<file path="src/rtl/countdown_ctrl.sv">
// countdown_ctrl: mode/sequencing controller for the HH:MM countdown timer.
//
// Turns pre-debounced one-cycle button pulses and a 1 Hz tick into registered
// single-cycle strobes for the BCD digit-counter chain. It also drives the
// hour-ones wrap configuration and the alarm/blink display controls.
//
// Ports:
//   clk_out    in   system clock, rising edge
//   rst_n      in   synchronous reset, active high (1 = reset)
//   tick_1hz   in   one-cycle pulse once per second
//   btn_mode   in   one-cycle mode key pulse
//   btn_start  in   one-cycle start/pause key pulse
//   btn_inc    in   one-cycle increment key pulse
//   zero       in   all digit counters read 0
//   hour1_is2  in   hour tens digit equals 2
//   dec_pulse  out  one-cycle decrement to the minute-ones counter
//   inc_min    out  one-cycle increase_set to the minute-ones counter
//   inc_hour   out  one-cycle increase_set to the hour-ones counter
//   re_hour    out  re of the hour-ones counter (wrap 3->0 at hour 23)
//   state      out  current FSM state code
//   alarm      out  high while in DONE
//   blink      out  blink phase for the digit group being set
module countdown_ctrl #(
  parameter int unsigned ALARM_SECS = 10,
  parameter int unsigned CNT_W      = 4
) (
  input  logic       clk_out,
  input  logic       rst_n,
  input  logic       tick_1hz,
  input  logic       btn_mode,
  input  logic       btn_start,
  input  logic       btn_inc,
  input  logic       zero,
  input  logic       hour1_is2,
  output logic       dec_pulse,
  output logic       inc_min,
  output logic       inc_hour,
  output logic       re_hour,
  output logic [2:0] state,
  output logic       alarm,
  output logic       blink
);

  typedef enum logic [2:0] {
    StIdle    = 3'd0,
    StSetHour = 3'd1,
    StSetMin  = 3'd2,
    StRun     = 3'd3,
    StPause   = 3'd4,
    StDone    = 3'd5
  } state_e;

  localparam logic [CNT_W-1:0] AlarmLast = CNT_W'(ALARM_SECS - 1);

  state_e             state_q, state_d;
  logic [CNT_W-1:0]   cnt_q, cnt_d;
  logic               dec_q, dec_d;
  logic               inc_min_q, inc_min_d;
  logic               inc_hour_q, inc_hour_d;
  logic               alarm_q, alarm_d;
  logic               blink_q, blink_d;
  logic               in_set_q, in_set_d;

  // State register.
  always_ff @(posedge clk_out) begin
    if (rst_n) begin
      state_q    <= StIdle;
      cnt_q      <= '0;
      dec_q      <= 1'b0;
      inc_min_q  <= 1'b0;
      inc_hour_q <= 1'b0;
      alarm_q    <= 1'b0;
      blink_q    <= 1'b0;
    end else begin
      state_q    <= state_d;
      cnt_q      <= cnt_d;
      dec_q      <= dec_d;
      inc_min_q  <= inc_min_d;
      inc_hour_q <= inc_hour_d;
      alarm_q    <= alarm_d;
      blink_q    <= blink_d;
    end
  end

  // Next-state and next strobe values.
  always_comb begin
    state_d    = state_q;
    cnt_d      = cnt_q;
    dec_d      = 1'b0;
    inc_min_d  = 1'b0;
    inc_hour_d = 1'b0;

    unique case (state_q)
      StIdle: begin
        if (btn_mode) begin
          state_d = StSetHour;
        end else if (btn_start && !zero) begin
          state_d = StRun;
        end
      end
      StSetHour: begin
        // Mode wins over a same-cycle increment; the increment is dropped.
        if (btn_mode) begin
          state_d = StSetMin;
        end else if (btn_inc) begin
          inc_hour_d = 1'b1;
        end
      end
      StSetMin: begin
        if (btn_mode) begin
          state_d = StIdle;
        end else if (btn_inc) begin
          inc_min_d = 1'b1;
        end
      end
      StRun: begin
        if (btn_start) begin
          state_d = StPause;
        end else if (tick_1hz && !zero) begin
          dec_d = 1'b1;
        end else if (tick_1hz && zero) begin
          state_d = StDone;
          cnt_d   = '0;
        end
      end
      StPause: begin
        if (btn_mode) begin
          state_d = StIdle;
        end else if (btn_start) begin
          state_d = StRun;
        end
      end
      StDone: begin
        if (btn_mode || btn_start || btn_inc) begin
          state_d = StIdle;
        end else if (tick_1hz) begin
          if (cnt_q == AlarmLast) begin
            state_d = StIdle;
          end else begin
            cnt_d = cnt_q + 1'b1;
          end
        end
      end
      default: state_d = StIdle;
    endcase

    in_set_q = (state_q == StSetHour) || (state_q == StSetMin);
    in_set_d = (state_d == StSetHour) || (state_d == StSetMin);

    // Blink keeps toggling across the SET_HOUR -> SET_MIN hand-over; it is
    // cleared whenever the next state is outside the set group.
    blink_d = in_set_d ? (blink_q ^ (tick_1hz & in_set_q)) : 1'b0;

    alarm_d = (state_d == StDone);
  end

  // Outputs.
  always_comb begin
    re_hour   = hour1_is2 & (state_q == StSetHour);
    dec_pulse = dec_q;
    inc_min   = inc_min_q;
    inc_hour  = inc_hour_q;
    state     = state_q;
    alarm     = alarm_q;
    blink     = blink_q;
  end

endmodule

</file>
<file path="config.mk">
export PLATFORM = sky130hd
export DESIGN_NAME = countdown_ctrl
export DESIGN_NICKNAME = d
export VERILOG_FILES = /design/src/rtl/countdown_ctrl.sv
export SDC_FILE = /design/constraint.sdc
export NUM_CORES = 1
export LEC_CHECK = 0
export CORE_ASPECT_RATIO = 0.9
export CORE_MARGIN = 5
export CORE_UTILIZATION = 47
export DETAILED_ROUTE_END_ITERATION = 8
export GPL_TIMING_DRIVEN = 1
export HOLD_SLACK_MARGIN = 0.03
export PLACE_DENSITY = 0.82
export SLEW_MARGIN = 15
export SYNTH_ARGS = -nofsm -noshare
export SYNTH_HDL_FRONTEND = slang
export SYNTH_SLANG_ARGS = --single-unit
</file>
<file path="constraint.sdc">
create_clock -name clk_out -period 2.07 [get_ports clk_out]
set_clock_uncertainty 0.15 [all_clocks]
set_input_delay 0.3105 -clock clk_out [delete_from_list [all_inputs] [get_ports clk_out]]
set_output_delay 0.3105 -clock clk_out [all_outputs]
set_load 0.1 [all_outputs]
</file>
==> results of run 1 <==
-- metrics by stage --
| step | area (um2) | setup slack (ns) |
|---|---|---|
| after global routing | 930 | 0.148 |
| final | 930 | 0.271 |
| after floorplan | 719 | 0.00567 |
| after CTS | 930 | 0.280 |
| after detailed placement | 893 | -0.0121 |
| after global placement | 893 | 0.0161 |
-- final cells by class --
| type | count | area (um2) |
|---|---|---|
| Multi-Input combinational cell | 60 | 443 |
| Fill cell | 123 | 485 |
| Clock buffer | 4 | 36.3 |
| Inverter | 2 | 7.51 |
| Tap cell | 15 | 18.8 |
| Timing Repair Buffer | 18 | 178 |
| Sequential cell | 12 | 246 |
-- layout by cell type (no fill, tap or decap), types with 3 or more instances in the layout --
cell,Yosys,routed
a21oi_1,3,3
buf_4,2,9
clkbuf_4,0,3
clkdlybuf4s50_1,0,7
dfxtp_1,12,9
nand2b_1,5,4
nand3_1,4,4
nand3b_1,4,4
nor2_1,11,11
nor2b_1,5,5
xnor2_1,3,3
-- kinds of logic (layout without fill, tap and decap cells) --
group                      count (synthesis)  count (layout)  synth area share, %
buffers and inverters                      5              24                 3.80
AOI/OAI and AO/OA                         13              13                 13.6
DFF                                       12              12                 34.8
xor gates and xnor gates                   5               5                 6.34
and+or+nand+nor                           40              40                 37.9
adders and majority gates                  2               2                 3.62
-- worst min path at each step --
stage	startpoint	to	slack (ns)	depth (start not counted)
floorplan	btn_mode	inc_min$_SDFF_PP0_	0.24	1
global placement	state[2]$_SDFF_PP0_	inc_min$_SDFF_PP0_	0.37	1
detailed placement	state[2]$_SDFF_PP0_	inc_min$_SDFF_PP0_	0.38	1
CTS	state[2]$_SDFF_PP0_	inc_min$_SDFF_PP0_	0.39	1
global route	state[2]$_SDFF_PP0_	inc_min$_SDFF_PP0_	0.41	1
finish	state[2]$_SDFF_PP0_	inc_min$_SDFF_PP0_	0.38	1
-- power by group --
part           total [uW]  leakage (uW)  switching (uW)  internal, uW
registers             259     0.0000987            20.0           239
logic                 168      0.000224             106          62.5
clock network         185     0.0000210            77.8           107
total                 612      0.000343             204           408
-- worst reg2reg max path, stage by stage (launching register included) --
cell and delay [ns]:
dfxtp_1 0.40, ha_1 0.19, nand4b_1 0.14, nand3_1 0.11, o31ai_1 0.10, or3_1 0.38, a21oi_1 0.13
-- registers in the layout (all words and copies together) (netlist names) --
register and flops:
alarm 1, blink 1, cnt_q 4, dec_pulse 1, inc_hour 1, inc_min 1, state 3
-- layer usage --
metal  track usage, %  vias up
li1                 -      311
met1             17.4      303
met2             24.1       15
met3             5.50        2
met4             4.59        0
met5                0        -
==> metrics.cfg, run 1 <==
[status]
outcome = finished clean

[critical_path]
timing.rr.end = blink$_SDFF_PP0_
crit_type = input port to flip-flop
crit_cells = 6
cp-end-kind = flip-flop
rr_worst_depth = 6
critPathLaunch = btn_mode
setup.worst_path.end = cnt_q[3]$_SDFFE_PP0P_
arrival_ns = 1.82
start_kind = input port
cpLargestDelayFamily = simple AND/OR/NAND/NOR gates
cp_num_buf_inv = 1
rr_startpoint = cnt_q[0]$_SDFFE_PP0P_
cp_data_required_time_ns = 2.09
slowest_stage = clkdlybuf4s50_1
cp_cell_sequence = clkdlybuf4s50_1, nor4b_4, nand4_4, a21oi_2, xnor2_1, nor2_1
path_max_fanout = 7
r2r_slack_ns = 0.41
critPathMaxStageDelay_ns = 0.55

[pwr]
p_per_area_mw_per_mm2 = 659
total_power_uw = 612
power_leakage_uw = 0.000343
ir_drop_uv = 384

[layout]
antennaDiodeCount = 0
post-route-util_pct = 65.7
drive_gt1_share_pct = 25.0
nets = 107
area_growth_pct = 34.6
fin_cells = 111

[clock_tree]
htree_levels = 1
cts_buffers = 3
path_clk_slew_ns = 0.07
post_cts_resized = 0
cts_num_sinks = 12
cts_buffer_depth = 2
postCtsSetupBuffers = 0
cts_tree = yes
clock_latency_ns = 0.28
root_buffer = clkbuf_4
hold_buffers = 0

[logic_synthesis]
syn_area_per_cell_um2 = 8.97
yosysUniqueCellTypes = 30
yosysMostFrequentCell = dfxtp_1
synth_edf_count = 0
synthTopCellsByArea = dfxtp_1 (35%), nor2_1 (6.0%), nand2b_1 (4.5%), nor2b_1 (4.5%), nand3b_1 (4.3%)
yosysSeqAreaShare_pct = 34.8
synth_area_leader_cell = dfxtp_1
synth_fp_nets = 87
synthCells = 77
synth_common_cells = dfxtp_1 (12), nor2_1 (11), nand2b_1 (5), nor2b_1 (5)
synthesis.area_um2 = 691
synth_ff_type = dfxtp_1
ys_ff_latch = 12
async_reset_ff_share_pct = 0
yosys_warnings = 0
synth_top_area_share_pct = 34.8

[drt]
top_layer = met4
drt-met1-wl_um = 668
met3WireLength_um = 102
wl_met2_um = 683
drc = 0
first_pass_iters = 4
vias = 631
wl_per_cell_um = 13.2
postRouteAntennaNets = 0
wl_um = 1470
vias_per_cell = 5.68
drt_iter0_markers = 8

[sta]
tns_ns = 0
layout_min_cycle_time_ns = 1.80
fin_crit_sh_pct = 86.9
drv_slew = 0
setup_viol = 0
slew_headroom_pct = 77.3
rsz0062_at_grt = false
tightestPinTransition_ns = 0.338
timing.hold.ws_ns = 0.382
hold_viol_final = 0
max_freq_mhz = 556

[global_route]
grt_pass1_vias = 618
grt_max_degree = 14
grt_usage_pct = 14.5
antenna_found_initial = 0
grt_pass1_wl_um = 2570
grt_overflow = 0

[floorplanning]
dieHeight_um = 46.4
core_area_mm2 = 0.00142
start_util_pct = 48.8
die_area_mm2 = 0.00234
die_w_um = 50.4
num_rows = 13
io_pins = 17

[worst_hold_path]
holdCritPathClass = flip-flop to flip-flop

[placement]
io_buffers = 16
dp_hpwl_um = 1120
gp_congestion = 0.828
place_inst = 107

[job]
max-cap-violations = 0

Note: power is estimated with default switching activity, not from simulation.
==> inputs of run 2 (changes only) <==
- PLACE_DENSITY: 0.82 -> 0.87
- SKIP_LAST_GASP: not set -> 1
==> run 2 against run 1 <==
  * Global-route usage up 0.53 points
  * Worst setup slack got worse by 0.058 ns
  * Final cell count down 0.90%
  * Routed wire length increased by 6.8%
  * Total power shrank 5.9%
  * Clock power fell by 19%
  * Via count down 3.3%
  * Register-to-register slack lost 0.04 ns
  * Largest cell class unchanged
  * Combinational power barely moved
  * Sequential share of layout area rose by 0.51 points
  * Largest power group unchanged
  * Critical endpoint unchanged
  * First-iteration DRC count rose by 100%
==> metrics.cfg, run 2 (same netlist as run 1, synthesis figures left out) <==
[status]
outcome = finished clean  ; unchanged

[placement]
dp_hpwl_um = 1170  ; was 1120 um
gp_congestion = 0.733  ; was 0.828
io_buffers = 16  ; unchanged
place_inst = 106  ; was 107

[critical_path]
cp_num_buf_inv = 1  ; unchanged
setup.worst_path.end = cnt_q[3]$_SDFFE_PP0P_  ; unchanged
crit_type = input port to flip-flop  ; unchanged
cp_cell_sequence = clkdlybuf4s50_1, nor4b_4, nand4_4, a21oi_2, xnor2_1, nor2_1  ; unchanged
cp_data_required_time_ns = 2.08  ; was 2.09 ns
path_max_fanout = 7  ; unchanged
r2r_slack_ns = 0.37  ; was 0.41 ns
rr_worst_depth = 6  ; unchanged
slowest_stage = clkdlybuf4s50_1  ; unchanged
cp-end-kind = flip-flop  ; unchanged
critPathMaxStageDelay_ns = 0.56  ; was 0.55 ns
crit_cells = 6  ; unchanged
cpLargestDelayFamily = simple AND/OR/NAND/NOR gates  ; unchanged
timing.rr.end = blink$_SDFF_PP0_  ; unchanged
rr_startpoint = cnt_q[0]$_SDFFE_PP0P_  ; unchanged
start_kind = input port  ; unchanged
arrival_ns = 1.87  ; was 1.82 ns
critPathLaunch = btn_mode  ; unchanged

[pwr]
power_leakage_uw = 0.000333  ; was 0.000343 uW
p_per_area_mw_per_mm2 = 631  ; was 659 mW/mm2
total_power_uw = 576  ; was 612 uW
ir_drop_uv = 352  ; was 384 uV

[clock_tree]
cts_tree = yes  ; unchanged
path_clk_slew_ns = 0.07  ; about the same
cts_buffer_depth = 2  ; unchanged
postCtsSetupBuffers = 0  ; unchanged
hold_buffers = 0  ; unchanged
post_cts_resized = 0  ; unchanged
root_buffer = clkbuf_4  ; unchanged
clock_latency_ns = 0.27  ; was 0.28 ns
htree_levels = 1  ; unchanged
cts_buffers = 3  ; unchanged
cts_num_sinks = 12  ; unchanged

[floorplanning]
num_rows = 13  ; unchanged
io_pins = 17  ; unchanged
dieHeight_um = 46.4  ; unchanged
die_area_mm2 = 0.00234  ; unchanged
core_area_mm2 = 0.00142  ; unchanged
die_w_um = 50.4  ; unchanged
start_util_pct = 48.8  ; unchanged

[sta]
drv_slew = 0  ; unchanged
rsz0062_at_grt = false  ; unchanged
tightestPinTransition_ns = 0.345  ; was 0.338 ns
setup_viol = 0  ; unchanged
layout_min_cycle_time_ns = 1.86  ; was 1.80 ns
slew_headroom_pct = 76.7  ; was 77.3%
max_freq_mhz = 539  ; was 556 MHz
hold_viol_final = 0  ; unchanged
fin_crit_sh_pct = 89.7  ; was 86.9%

[layout]
largest_reg_flops = 4  ; unchanged
antennaDiodeCount = 0  ; unchanged
final_cell_mix = nor2_1 (11), dfxtp_1 (9), buf_4 (8)  ; was nor2_1 (11), dfxtp_1 (9), buf_4 (9)
area_growth_pct = 32.1  ; was 34.6%
regMostFlops = cnt_q  ; unchanged
nets = 106  ; was 107
drive_gt1_share_pct = 23.2  ; was 25.0%
final_common_cell = nor2_1  ; unchanged
fin_cells = 110  ; was 111

[global_route]
grt_use_met1_pct = 18.1  ; was 17.4%
grt_use_met2_pct = 24.3  ; was 24.1%
grt_usage_pct = 15.0  ; was 14.5%
antenna_found_initial = 0  ; unchanged
grt_pass1_wl_um = 2610  ; was 2570 um
grt_overflow = 0  ; unchanged
gr-usage-met3_pct = 6.47  ; was 5.50%
grt_max_degree = 14  ; unchanged
top_usage_layer = met2  ; unchanged
grt_pass1_vias = 582  ; was 618

[drt]
postRouteAntennaNets = 0  ; unchanged
vias = 610  ; was 631
wl_per_cell_um = 14.2  ; was 13.2 um
vias_per_cell = 5.55  ; was 5.68
first_pass_iters = 4  ; unchanged
wl_um = 1570  ; was 1470 um
drc = 0  ; unchanged
drt_iter0_markers = 16  ; was 8

[worst_hold_path]
holdCritPathClass = flip-flop to flip-flop  ; unchanged

[job]
max-cap-violations = 0  ; unchanged

run 2: changes by cell type in the layout (fill, tap and decap cells not counted):
cell      before  now
clkbuf_1       0    1
clkbuf_8       1    0
buf_4          9    8
run 2: layout make-up:
| type | count | area, um2 |
|---|---|---|
| fill | 125 | 503 |
| multi-input combinational | 60 | 443 |
| sequential | 12 | 246 |
| timing repair buffer | 17 | 170 |
| clock buffer | 4 | 26.3 |
| tap | 15 | 18.8 |
| inverter | 2 | 7.51 |
run 2: metrics by stage:
| stage | utilization, % | instance area [um2] | hold WS [ns] | TNS [ns] | setup WS (ns) |
|---|---|---|---|---|---|
| 4_1_cts | 64.5 | 912 | 0.401 | 0 | 0.231 |
| 2_1_floorplan | - | 719 | 0.237 | 0 | 0.00567 |
| 3_5_place_dp | 62.6 | 886 | 0.386 | -0.0812 | -0.0522 |
| 6_report | 64.5 | 912 | 0.398 | 0 | 0.214 |
| 3_3_place_gp | 62.6 | 886 | 0.377 | -0.0125 | -0.00983 |
| 5_1_grt | 64.5 | 912 | 0.439 | 0 | 0.159 |
run 2: per-layer routing:
metal	routed length [um]	up-vias
li1	-	309
met1	731	284
met2	734	15
met3	83	2
met4	17	0
met5	0	-
run 2: how the worst min path moves through the flow:
stage                                      from                     to  cells past startpoint
after CTS                   state[2]$_SDFF_PP0_     inc_min$_SDFF_PP0_                      1
final                       state[2]$_SDFF_PP0_     inc_min$_SDFF_PP0_                      1
after detailed placement    state[2]$_SDFF_PP0_     inc_min$_SDFF_PP0_                      1
after floorplan                        btn_mode     inc_min$_SDFF_PP0_                      1
after global routing      cnt_q[3]$_SDFFE_PP0P_  cnt_q[3]$_SDFFE_PP0P_                      2
after global placement      state[2]$_SDFF_PP0_     inc_min$_SDFF_PP0_                      1
run 2: power by group:
part           total, uW  internal, uW  switching (uW)  leakage, uW
logic                168          61.8             106     0.000219
registers            259           239            19.8    0.0000987
clock network        149          74.6            74.8    0.0000150
total                576           375             201     0.000333
run 2: worst register-to-register path: stages, from the launching register on:
cell and delay (ns):
dfxtp_1 0.40, ha_1 0.20, nand4b_1 0.15, a21bo_1 0.22
a32oi_1 0.28, nand3b_1 0.12, a21oi_1 0.12
==> inputs of run 3 (changes only) <==
- CORE_ASPECT_RATIO: 0.9 -> not set
- PLACE_DENSITY: 0.87 -> 0.77
- SLEW_MARGIN: 15 -> 20
==> run 3 against run 2 <==
  * Die area is essentially flat
  * Cell area is 1.9% higher
  * Hold slack got worse by 0.019 ns
  * Sequential power about the same
  * Non-clock buffer count up 1
  * Global-route usage down 1.6 points
  * Maximum frequency is 3.6% higher
  * Via count did not move
  * Critical endpoint is now cnt_q[2]$_SDFFE_PP0P_
==> metrics.cfg, run 3 (same netlist as run 1, synthesis figures left out) <==
[status]
outcome = finished clean  ; unchanged

[sta]
tightestPinTransition_ns = 0.374  ; was 0.345 ns
hold_viol_final = 0  ; unchanged
fin_crit_sh_pct = 86.6  ; was 89.7%
rsz0062_at_grt = false  ; unchanged
max_freq_mhz = 558  ; was 539 MHz
layout_min_cycle_time_ns = 1.79  ; was 1.86 ns
drv_slew = 0  ; unchanged
layout_setup_ws_ns = 0.278  ; was 0.214 ns
slew_headroom_pct = 74.9  ; was 76.7%
tns_ns = 0  ; unchanged
setup_viol = 0  ; unchanged

[critical_path]
crit_type = input port to flip-flop  ; unchanged
path_max_fanout = 7  ; unchanged
slowest_stage = clkdlybuf4s50_1  ; unchanged
arrival_ns = 1.81  ; was 1.87 ns
critPathMaxStageDelay_ns = 0.55  ; was 0.56 ns
cp-end-kind = flip-flop  ; unchanged
start_kind = input port  ; unchanged
cp_cell_sequence = clkdlybuf4s50_1, nor4b_4, nand4_4, a21boi_2, xnor2_1, nor2_1  ; was clkdlybuf4s50_1, nor4b_4, nand4_4, a21oi_2, xnor2_1, nor2_1
cp_data_required_time_ns = 2.09  ; was 2.08 ns
r2r_slack_ns = 0.41  ; was 0.37 ns

[drt]
drt_iter0_markers = 10  ; was 16
first_pass_iters = 4  ; unchanged
vias_per_cell = 5.50  ; was 5.55
drc = 0  ; unchanged
wl_per_cell_um = 12.5  ; was 14.2 um
vias = 610  ; unchanged
postRouteAntennaNets = 0  ; unchanged
wl_um = 1390  ; was 1570 um

[clock_tree]
postCtsSetupBuffers = 0  ; unchanged
hold_buffers = 0  ; unchanged
cts_num_sinks = 12  ; unchanged
cts_buffers = 3  ; unchanged
post_cts_resized = 0  ; unchanged
path_clk_slew_ns = 0.08  ; was 0.07 ns
clock_latency_ns = 0.28  ; was 0.27 ns
cts_tree = yes  ; unchanged
cts_buffer_depth = 2  ; unchanged
htree_levels = 1  ; unchanged
root_buffer = clkbuf_4  ; unchanged

[floorplanning]
die_w_um = 48.3  ; was 50.4 um
num_rows = 13  ; unchanged
die_area_mm2 = 0.00234  ; about the same
dieHeight_um = 48.3  ; was 46.4 um
core_area_mm2 = 0.00135  ; was 0.00142 mm2
io_pins = 17  ; unchanged
start_util_pct = 51.2  ; was 48.8%

[pwr]
power_leakage_uw = 0.000343  ; was 0.000333 uW
ir_drop_uv = 443  ; was 352 uV
p_per_area_mw_per_mm2 = 660  ; was 631 mW/mm2

[global_route]
antenna_found_initial = 0  ; unchanged
grt_overflow = 0  ; unchanged
grt_pass1_wl_um = 2550  ; was 2610 um
grt_max_degree = 14  ; unchanged
grt_pass1_vias = 591  ; was 582
grt_usage_pct = 13.4  ; was 15.0%

[layout]
nFillCells = 119  ; was 125
final_cell_mix = nor2_1 (11), dfxtp_1 (9), buf_4 (9)  ; was nor2_1 (11), dfxtp_1 (9), buf_4 (8)
largest_reg_flops = 4  ; unchanged
final_common_cell = nor2_1  ; unchanged
nets = 107  ; was 106
antennaDiodeCount = 0  ; unchanged
regMostFlops = cnt_q  ; unchanged
fin_area_um2 = 930  ; was 912 um2
drive_gt1_share_pct = 25.0  ; was 23.2%
area_growth_pct = 34.6  ; was 32.1%

[placement]
io_buffers = 16  ; unchanged
gp_congestion = 0.774  ; was 0.733
placed_cell_area_um2 = 893  ; was 886 um2
dp_hpwl_um = 1090  ; was 1170 um
pre_cts_slack_ns = -0.00700  ; was -0.0522 ns

[worst_hold_path]
holdCritPathClass = flip-flop to flip-flop  ; unchanged

[job]
max-cap-violations = 0  ; unchanged

-- run 3: changes by cell type in the layout (fill, tap and decap cells not counted) --
cell	change
buf_4	+1
clkbuf_1	-1
clkbuf_8	+1
-- run 3: worst paths after layout --
kind | cells past startpoint | endpoint | start
worst min-delay path | 1 | inc_min$_SDFF_PP0_ | state[2]$_SDFF_PP0_
worst min register to register | 1 | inc_min$_SDFF_PP0_ | state[2]$_SDFF_PP0_
worst max-delay path | 6 | cnt_q[2]$_SDFFE_PP0P_ | btn_mode
worst max register to register | 6 | blink$_SDFF_PP0_ | cnt_q[0]$_SDFFE_PP0P_
-- run 3: area by class of cell --
type	count	area, um2	area share (%)
repair buffers	18	178	19.1
flip-flops and latches	12	246	26.5
inverters	2	7.51	0.808
multi-input cells	60	443	47.6
well taps	15	18.8	2.02
clock buffers	4	36.3	3.90
-- run 3: power breakdown --
group / total (uW) / switching, uW / internal [uW]
clock: 188 / 80.5 / 107
sequential: 258 / 19.2 / 239
combinational: 168 / 105 / 62.5
-- run 3: metal layers --
metal  share of wire (%)  vias up  GRT usage [%]  wire length [um]
met2                  45       17           20.7               632
met5                   0        -              0                 0
met4                 1.2        0           4.61                17
met3                 7.2        3           6.42               100
li1                    -      312              -                 -
met1                  46      278           16.1               643
-- run 3: worst max-delay path: cells and delay by family --
family	cells	cell delay (ns)
buffers and inverters	1	0.55
xor gates and xnor gates	1	0.13
AOI/OAI and AO/OA	1	0.19
and+or+nand+nor	3	0.64
-- run 3: per-stage QoR --
| step | total power, uW | hold WS [ns] | util [%] | instances |
|---|---|---|---|---|
| detailed placement | 431 | 0.378 | 66.2 | 107 |
| global route | 646 | 0.409 | 68.9 | 111 |
| CTS | 621 | 0.384 | 68.9 | 111 |
| finish | 614 | 0.380 | 68.9 | 111 |
| floorplan | 384 | 0.237 | - | 77 |
| global placement | 431 | 0.376 | 66.2 | 107 |
